[src/rtl/multicycle_controller.sv]
// -----------------------------------------------------------------------------
// multicycle_controller
//
// Control unit for a multicycle RV32I-subset datapath (lw, sw, R-type ALU,
// I-type ALU, jal, beq). A Moore FSM steps each instruction through
// fetch/decode/execute/writeback. ALU-op and immediate-format selects are
// decoded combinationally from the instruction fields.
//
// Compile-time option:
//   ILLEGAL_OP_TRAP_EN  defined   : unsupported opcode in DECODE enters ERROR.
//                                   ERROR drives IllegalOp=1 and holds every
//                                   strobe low until reset.
//                       undefined : unsupported opcode retires as a 2-cycle nop
//                                   and IllegalOp is tied 0.
//
// Ports:
//   clk         in   1  clock, rising edge
//   rst         in   1  asynchronous reset, active low
//   op          in   7  instr[6:0]
//   funct3      in   3  instr[14:12]
//   funct7b5    in   1  instr[30]
//   Zero        in   1  ALU zero flag
//   PCWrite     out  1  PC load enable
//   AdrSrc      out  1  memory address select (0 = PC, 1 = ALU result)
//   MemWrite    out  1  data memory write strobe
//   IRWrite     out  1  instruction register load enable
//   RegWrite    out  1  register file write strobe
//   ResultSrc   out  2  result mux select
//   ALUSrcA     out  2  ALU operand A select
//   ALUSrcB     out  2  ALU operand B select
//   ImmSrc      out  2  immediate format select
//   ALUControl  out  3  ALU operation
//   IllegalOp   out  1  unsupported-opcode flag
// -----------------------------------------------------------------------------
//
// state    | meaning
// ---------+-------------------------------------------------------------
// FETCH    | load IR from memory[PC], PC <= PC + 4
// DECODE   | read registers, precompute branch/jump target (old PC + imm)
// MEMADR   | compute load/store effective address rs1 + imm
// MEMREAD  | read data memory at the computed address
// MEMWB    | write loaded data to rd
// MEMWRITE | write rs2 to data memory
// EXECUTER | ALU on rs1, rs2
// EXECUTEI | ALU on rs1, imm
// ALUWB    | write ALU result to rd
// JAL      | PC <= target, compute return address PC + 4
// BEQ      | compare rs1 - rs2, take target when Zero
// ERROR    | trapped on unsupported opcode; all strobes low until reset

module multicycle_controller (
    input  logic       clk,
    input  logic       rst,
    input  logic [6:0] op,
    input  logic [2:0] funct3,
    input  logic       funct7b5,
    input  logic       Zero,
    output logic       PCWrite,
    output logic       AdrSrc,
    output logic       MemWrite,
    output logic       IRWrite,
    output logic       RegWrite,
    output logic [1:0] ResultSrc,
    output logic [1:0] ALUSrcA,
    output logic [1:0] ALUSrcB,
    output logic [1:0] ImmSrc,
    output logic [2:0] ALUControl,
    output logic       IllegalOp
);

    localparam logic [6:0] OP_LW   = 7'b0000011;
    localparam logic [6:0] OP_SW   = 7'b0100011;
    localparam logic [6:0] OP_RTYP = 7'b0110011;
    localparam logic [6:0] OP_ITYP = 7'b0010011;
    localparam logic [6:0] OP_JAL  = 7'b1101111;
    localparam logic [6:0] OP_BEQ  = 7'b1100011;

    typedef enum logic [3:0] {
        S_FETCH    = 4'd0,
        S_DECODE   = 4'd1,
        S_MEMADR   = 4'd2,
        S_MEMREAD  = 4'd3,
        S_MEMWB    = 4'd4,
        S_MEMWRITE = 4'd5,
        S_EXECUTER = 4'd6,
        S_EXECUTEI = 4'd7,
        S_ALUWB    = 4'd8,
        S_JAL      = 4'd9,
        S_BEQ      = 4'd10,
        S_ERROR    = 4'd11
    } state_t;

    state_t     r_state;
    state_t     w_next;
    logic       w_pc_update;
    logic       w_branch;
    logic [1:0] w_alu_op;

    // State register: reset forces FETCH asynchronously, so the reset-time
    // outputs are simply the FETCH outputs.
    always_ff @(posedge clk or negedge rst) begin
        if (!rst) begin
            r_state <= S_FETCH;
        end else begin
            r_state <= w_next;
        end
    end

    // Next-state logic. Opcode is only consulted in DECODE and MEMADR.
    always_comb begin
        w_next = S_FETCH;
        case (r_state)
            S_FETCH: w_next = S_DECODE;
            S_DECODE: begin
                case (op)
                    OP_LW, OP_SW: w_next = S_MEMADR;
                    OP_RTYP:      w_next = S_EXECUTER;
                    OP_ITYP:      w_next = S_EXECUTEI;
                    OP_JAL:       w_next = S_JAL;
                    OP_BEQ:       w_next = S_BEQ;
`ifdef ILLEGAL_OP_TRAP_EN
                    default:      w_next = S_ERROR;
`else
                    default:      w_next = S_FETCH;
`endif
                endcase
            end
            S_MEMADR:   w_next = (op == OP_LW) ? S_MEMREAD : S_MEMWRITE;
            S_MEMREAD:  w_next = S_MEMWB;
            S_MEMWB:    w_next = S_FETCH;
            S_MEMWRITE: w_next = S_FETCH;
            S_EXECUTER: w_next = S_ALUWB;
            S_EXECUTEI: w_next = S_ALUWB;
            S_ALUWB:    w_next = S_FETCH;
            S_JAL:      w_next = S_ALUWB;
            S_BEQ:      w_next = S_FETCH;
`ifdef ILLEGAL_OP_TRAP_EN
            S_ERROR:    w_next = S_ERROR;
`else
            S_ERROR:    w_next = S_FETCH;
`endif
            default:    w_next = S_FETCH;
        endcase
    end

    // Moore outputs; anything not set in a state stays 0.
    always_comb begin
        AdrSrc      = 1'b0;
        MemWrite    = 1'b0;
        IRWrite     = 1'b0;
        RegWrite    = 1'b0;
        ResultSrc   = 2'b00;
        ALUSrcA     = 2'b00;
        ALUSrcB     = 2'b00;
        w_alu_op    = 2'b00;
        w_pc_update = 1'b0;
        w_branch    = 1'b0;
        case (r_state)
            S_FETCH: begin
                IRWrite     = 1'b1;
                ALUSrcA     = 2'b00;
                ALUSrcB     = 2'b10;
                ResultSrc   = 2'b10;
                w_pc_update = 1'b1;
            end
            S_DECODE: begin
                ALUSrcA = 2'b01;
                ALUSrcB = 2'b01;
            end
            S_MEMADR: begin
                ALUSrcA = 2'b10;
                ALUSrcB = 2'b01;
            end
            S_MEMREAD: begin
                AdrSrc = 1'b1;
            end
            S_MEMWB: begin
                ResultSrc = 2'b01;
                RegWrite  = 1'b1;
            end
            S_MEMWRITE: begin
                AdrSrc   = 1'b1;
                MemWrite = 1'b1;
            end
            S_EXECUTER: begin
                ALUSrcA  = 2'b10;
                ALUSrcB  = 2'b00;
                w_alu_op = 2'b10;
            end
            S_EXECUTEI: begin
                ALUSrcA  = 2'b10;
                ALUSrcB  = 2'b01;
                w_alu_op = 2'b10;
            end
            S_ALUWB: begin
                RegWrite = 1'b1;
            end
            S_JAL: begin
                ALUSrcA     = 2'b01;
                ALUSrcB     = 2'b10;
                w_pc_update = 1'b1;
            end
            S_BEQ: begin
                ALUSrcA  = 2'b10;
                ALUSrcB  = 2'b00;
                w_alu_op = 2'b01;
                w_branch = 1'b1;
            end
            default: begin
            end
        endcase
    end

    // Zero only matters while the branch compare is on the ALU.
    assign PCWrite = w_pc_update | (w_branch & Zero);

`ifdef ILLEGAL_OP_TRAP_EN
    assign IllegalOp = (r_state == S_ERROR);
`else
    assign IllegalOp = 1'b0;
`endif

    // ALU decoder. Only R-type (op[5]=1) with funct7b5 turns funct3=000 into
    // sub; addi keeps add whatever instr[30] happens to hold.
    always_comb begin
        ALUControl = 3'b000;
        case (w_alu_op)
            2'b00: ALUControl = 3'b000;
            2'b01: ALUControl = 3'b001;
            2'b10: begin
                case (funct3)
                    3'b000:  ALUControl = (op[5] & funct7b5) ? 3'b001 : 3'b000;
                    3'b010:  ALUControl = 3'b101;
                    3'b110:  ALUControl = 3'b011;
                    3'b111:  ALUControl = 3'b010;
                    default: ALUControl = 3'b000;
                endcase
            end
            default: ALUControl = 3'b000;
        endcase
    end

    // Immediate format from opcode alone, valid in every state.
    always_comb begin
        ImmSrc = 2'b00;
        case (op)
            OP_LW, OP_ITYP: ImmSrc = 2'b00;
            OP_SW:          ImmSrc = 2'b01;
            OP_BEQ:         ImmSrc = 2'b10;
            OP_JAL:         ImmSrc = 2'b11;
            default:        ImmSrc = 2'b00;
        endcase
    end

endmodule

[config.mk]
export PLATFORM = sky130hd
export DESIGN_NAME = multicycle_controller
export DESIGN_NICKNAME = d
export VERILOG_FILES = /design/src/rtl/multicycle_controller.sv
export SDC_FILE = /design/constraint.sdc
export NUM_CORES = 1
export LEC_CHECK = 0
export ABC_AREA = 0
export BUFFER_PORTS_ARGS = -buffer_cell sky130_fd_sc_hd__buf_2
export CAP_MARGIN = 5
export CORE_MARGIN = 2
export CORE_UTILIZATION = 40
export CTS_CLUSTER_DIAMETER = 80
export DETAILED_ROUTE_END_ITERATION = 12
export HOLD_SLACK_MARGIN = 0.15
export PLACE_DENSITY = 0.7
export SLEW_MARGIN = 40
export SYNTH_ARGS = -nofsm -noshare
export SYNTH_HDL_FRONTEND = slang
export SYNTH_SLANG_ARGS = --single-unit
[constraint.sdc]
create_clock -name clk -period 2.2 [get_ports clk]
set_clock_uncertainty 0.2 [all_clocks]
set_input_delay 0.11 -clock clk [delete_from_list [all_inputs] [get_ports clk]]
set_output_delay 0.11 -clock clk [all_outputs]
set_load 0.1 [all_outputs]
# == Word-level counts from Yosys, hierarchy flattened ==
# Cells that the tools add are included.
# word_totals
inputBits,14
wordCells,53
regBits,4
# classes
reduce_logical,11
n_eq_ne,21
muxes,17
bitwise_logic,3
# ops
op,count
case mux 4 bit (5 select lines),2
"== test 4 x 3 -> 1 bit, second input constant",4
case mux 2 bit (2 select lines),4
"== test 7 x 6 -> 1 bit, second input constant",2
"== test 7 bit, second input constant",2
"== test 4 bit, second input constant",3
case mux 3 bit (4 select lines),1
OR reduction 2 bit,6
"== test 4 x 2 -> 1 bit, second input constant",2
"== test 7 x 2 -> 1 bit, second input constant",1
"== test 7 x 5 -> 1 bit, second input constant",1
two-way mux 1 bit,7
"== test 3 bit, second input constant",2
case mux 2 bit (3 select lines),1
case mux 3 bit (2 select lines),1
OR reduction 3 bit,2
"== test 4 x 1 -> 1 bit, second input constant",1
logical NOT 4 bit,1
OR reduction 4 bit,1
"== test 3 x 2 -> 1 bit, second input constant",1
logical NOT 3 bit,1
two-way mux 3 bit,1
bitwise AND 1 bit,2
"== test 2 x 1 -> 1 bit, second input constant",1
other kinds (2),2

# == Depth between registers and ports, before layout ==
# depth
ltp_word,5
depth_mapped,8
ltp_nobuf,7

# == Worst setup path after synthesis ==
# No wires, ideal clock.
# synth_timing
kind,register to output
start,register r_state[1]
end,output port ResultSrc[1]
required_ns,1.890
arrival_time_ns,4.268
stages_incl_launch_ff,5
slack_ns,-2.378
cell_sequence,dfrtp_1 -> buf_2 -> clkbuf_1 -> nor4_1 -> buf_4
# synth_between
elab_chain_len,2
# synth_rtl
element,line_no,text
"start, declared",93,state_t r_state;
"start signal, assigned",105,r_state <= w_next;
== test 4 x 3 -> 1 bit / logical NOT 4 bit (equally long branches),158,case (r_state)
case mux 2 bit (2 select lines) (*),158,
"end, declared",63,"output logic [1:0] ResultSrc,"
# Every way passes the cells marked *; elsewhere a longest branch is shown, timed or not.

# == Worst setup path after layout ==
# layout_timing
start,register r_state[1]
end,output port ALUControl[2]
# layout_between
elab_chain_len,5
# layout_rtl
element,line_no,text
== test 4 x 3 -> 1 bit,158,
OR reduction 2 bit (no source line),--,
case mux 2 bit (2 select lines) (*),158,
== test 2 bit / == test 2 x 1 -> 1 bit (equally long branches),227,case (w_alu_op)
case mux 3 bit (2 select lines) (*),227,
"end, declared",67,"output logic [2:0] ALUControl,"
# Marked as above.

==> impl_metrics.toml <==
[run_status]
run_status = "completed"

[final_layout]
flow.area_growth_from_synthesis_pct = 93.2
layout-drive-gt1-share_pct = 49.1
antenna_cell_count = 0
flip_flop_count_of_the_largest_register_all_copies_and_words_added = 4
final_net_count = 132
fillerInstances = 91
registers.top_by_ff_count = "r_state"
top_regs = "r_state x4"

[hold_path]
worstHoldStart = "op[0]"
holdPathStages = 3
hp-class = "in -> reg"
min_to = "r_state[1]"

[floorplanning]
placeableCoreArea_um2 = 1270
floorplan.die_area_um2 = 1630
die_h_um = 40.4
die_width_um = 40.4
rows = 13
initial_core_utilization_pct = 41.8
ioPinCount = 31

[drt]
route.met2.wl_um = 1060
top_layer = "met4"
post-route-drc-count = 0
vias = 721
viasPerCell = 5.59
ant_nets = 0
wl_met1_um = 652
post_drt_wl_per_cell_um = 13.9
drt_pass1_iterations = 4
detailroute.wirelength.met3_um = 82
detailedRoute.firstIterationViolations = 19
wirelength_um = 1790

[synthesis]
synth_flop_cell = "dfrtp_1"
synth.distinct_cells = 36
post_synth.cell_area_avg_um2 = 7.27
synthesis.nets = 89
synth.cell_area_um2 = 531
register_bit_count_reported_by_yosys = 4
synth_edf_count = 0
yosysSeqAreaShare_pct = 18.9
share_of_synthesized_flip_flops_with_an_asynchronous_set_or_reset_pct = 100
synthesis.instances = 73
yosys_warnings = 0

[worst_setup_path]
regToRegSetupSlack_ps = 190
crit_slowest_cell = "dfrtp_1"
path_class = "reg -> out"
worst_r2r_path_depth = 5
regToRegEndpoint = "r_state[0]"
path_max_fanout = 16
crit_path_cell_trace = "buf_6 > nand2_1 > inv_1 > ha_2 > nand2_1 > nor4_4 > buf_12"
rr_startpoint = "r_state[1]"
type_of_destination_of_the_critical_path = "primary output"
cp-start-kind = "flip-flop"
worst_ep_arrival_time_ps = 1800
crit_top_cell = "nand2_1"
delay_contributed_by_the_slowest_stage_of_the_critical_path_ps = 360
crit_required_ps = 1890

[global_routing]
track_usage_pct = 24.9
first_global_vias = 602
grt_max_degree = 17
globalRouteOverflowTotal = 0
grt_first_pass_wirelength_um = 2660
grt_antenna_before_repair = 0

[sta]
finalCritPeriodShare_pct = 96.0
finalCriticalPeriod_ps = 2110
setup_viol = 0
finalSetupTns_ps = 0
holdWs_ps = 196
slew_viol_final = 0
rsz0062_at_grt = "yes"
final-hold-violation-count = 0
fmax_mhz = 473

[clocking]
insertion_delay_ps = 240
tritoncts = "built"
clk_pin_slew_ps = 40
tritoncts_num_sinks = 4
clock-root-buffer = "clkbuf_4"
numCtsBuffers = 3
ctsLongestPathBuffers = 2
cts.htree.levels = 1

[pwr]
power.static_leakage_nw = 0.472
power_density_nw_per_um2 = 1030
worst_ir_drop_vdd_v = 0.000616

[placed_design]
dpl.hpwl_um = 1220
gpl.final_weighted_congestion = 0.712
io_buffer_count = 29

[job]
max_cap_violations = 0
-- per-layer routing --
| layer | track usage [%] | vias to the layer above |
|---|---|---|
| met5 | 0 | - |
| met4 | 10.0 | 0 |
| met3 | 3.33 | 2 |
| met2 | 46.8 | 30 |
| met1 | 27.5 | 347 |
| li1 | - | 342 |
-- repair_timing --
item                                   4_1_cts  5_1_grt
gates resized for setup                      3       10
buffers inserted                             1        0
endpoints found under the hold margin        8        0
setup endpoints to repair                    2        3
hold buffers                                 9        0
pin swaps                                    2        4
-- power breakdown --
group          internal, mW  switching (mW)  total [mW]
sequential           0.0854          0.0112      0.0966
combinational         0.211           0.656       0.867
clock                0.0614          0.0356      0.0970
-- cells in the final DEF (no fill, tap or decap), types with 2 or more instances in the layout --
| cell | instances |
|---|---|
| nor3b_1 | 2 |
| nand3_1 | 2 |
| nor3_4 | 2 |
| inv_1 | 5 |
| xnor2_1 | 3 |
| a21oi_1 | 2 |
| nor4_4 | 2 |
| buf_2 | 24 |
| buf_12 | 4 |
| dfrtp_1 | 3 |
| a31oi_1 | 2 |
| nor2_1 | 4 |
| dlygate4sd3_1 | 9 |
| and3_1 | 2 |
| buf_4 | 7 |
| clkbuf_4 | 3 |
| nand2_1 | 5 |
| nand2b_1 | 2 |
-- synthesized netlist by cell type (2+ instances only) --
library cell,number,area [um^2]
clkbuf_1,3,11.3
and3_1,2,12.5
a31oi_1,2,12.5
o21ai_1,2,10.0
nor2_1,6,22.5
buf_2,2,10.0
nor3b_1,3,22.5
dfrtp_1,4,100
nand3_1,2,10.0
xnor2_1,3,26.3
nand2_1,5,18.8
a21oi_1,3,15.0
nor3_1,4,20.0
nor4_1,2,12.5
buf_4,2,15.0
ha_1,2,25.0
nor2b_1,2,12.5
nand2b_1,2,12.5
inv_1,5,18.8
-- cell type report --
cell class	instances	area, um^2	share of cell area [%]
sequential	4	101	9.89
timing repair buffer	45	354	34.6
tap	15	18.8	1.83
inverter	5	18.8	1.83
multi-input combinational	57	509	49.7
clock buffer	3	22.5	2.20
-- how the worst max path moves through the flow --
stage	startpoint	to	cells after the start
finish	r_state[1]	ALUControl[2]	7
detailed placement	r_state[2]	ALUControl[0]	7
global placement	r_state[2]	ALUControl[0]	7
floorplan	r_state[2]	ResultSrc[1]	3
global route	r_state[2]	ALUControl[0]	7
CTS	r_state[2]	ALUControl[2]	6
-- cells by family after synthesis --
family	synth area share, %
buffers and inverters	10.4
AND/OR/NAND/NOR	44.3
flip-flops	18.9
adder cells (fa/ha/maj)	4.72
other	0.707
XOR/XNOR	6.60
AO/OA/AOI/OAI	14.4
-- worst max-delay path: cells and delay by family (launching register included) --
family	cells	cell delay, ps
flops	1	360
buf+inv	3	500
simple gates	3	520
fa+ha+maj	1	190
-- stage by stage --
step / worst slack (ps) / std cells / utilization, % / area [um^2] / power, mW
finish: 88.0 / 129 / 80.8 / 1020 / 1.06
global route: -19.8 / 129 / 80.8 / 1020 / 1.10
CTS: 19.7 / 129 / 78.5 / 996 / 1.06
detailed placement: 114 / 116 / 68.2 / 866 / 0.951
global placement: 181 / 116 / 68.2 / 866 / 0.948
floorplan: -379 / 73 / - / 654 / 0.777
(Power assumes the default switching activity.)
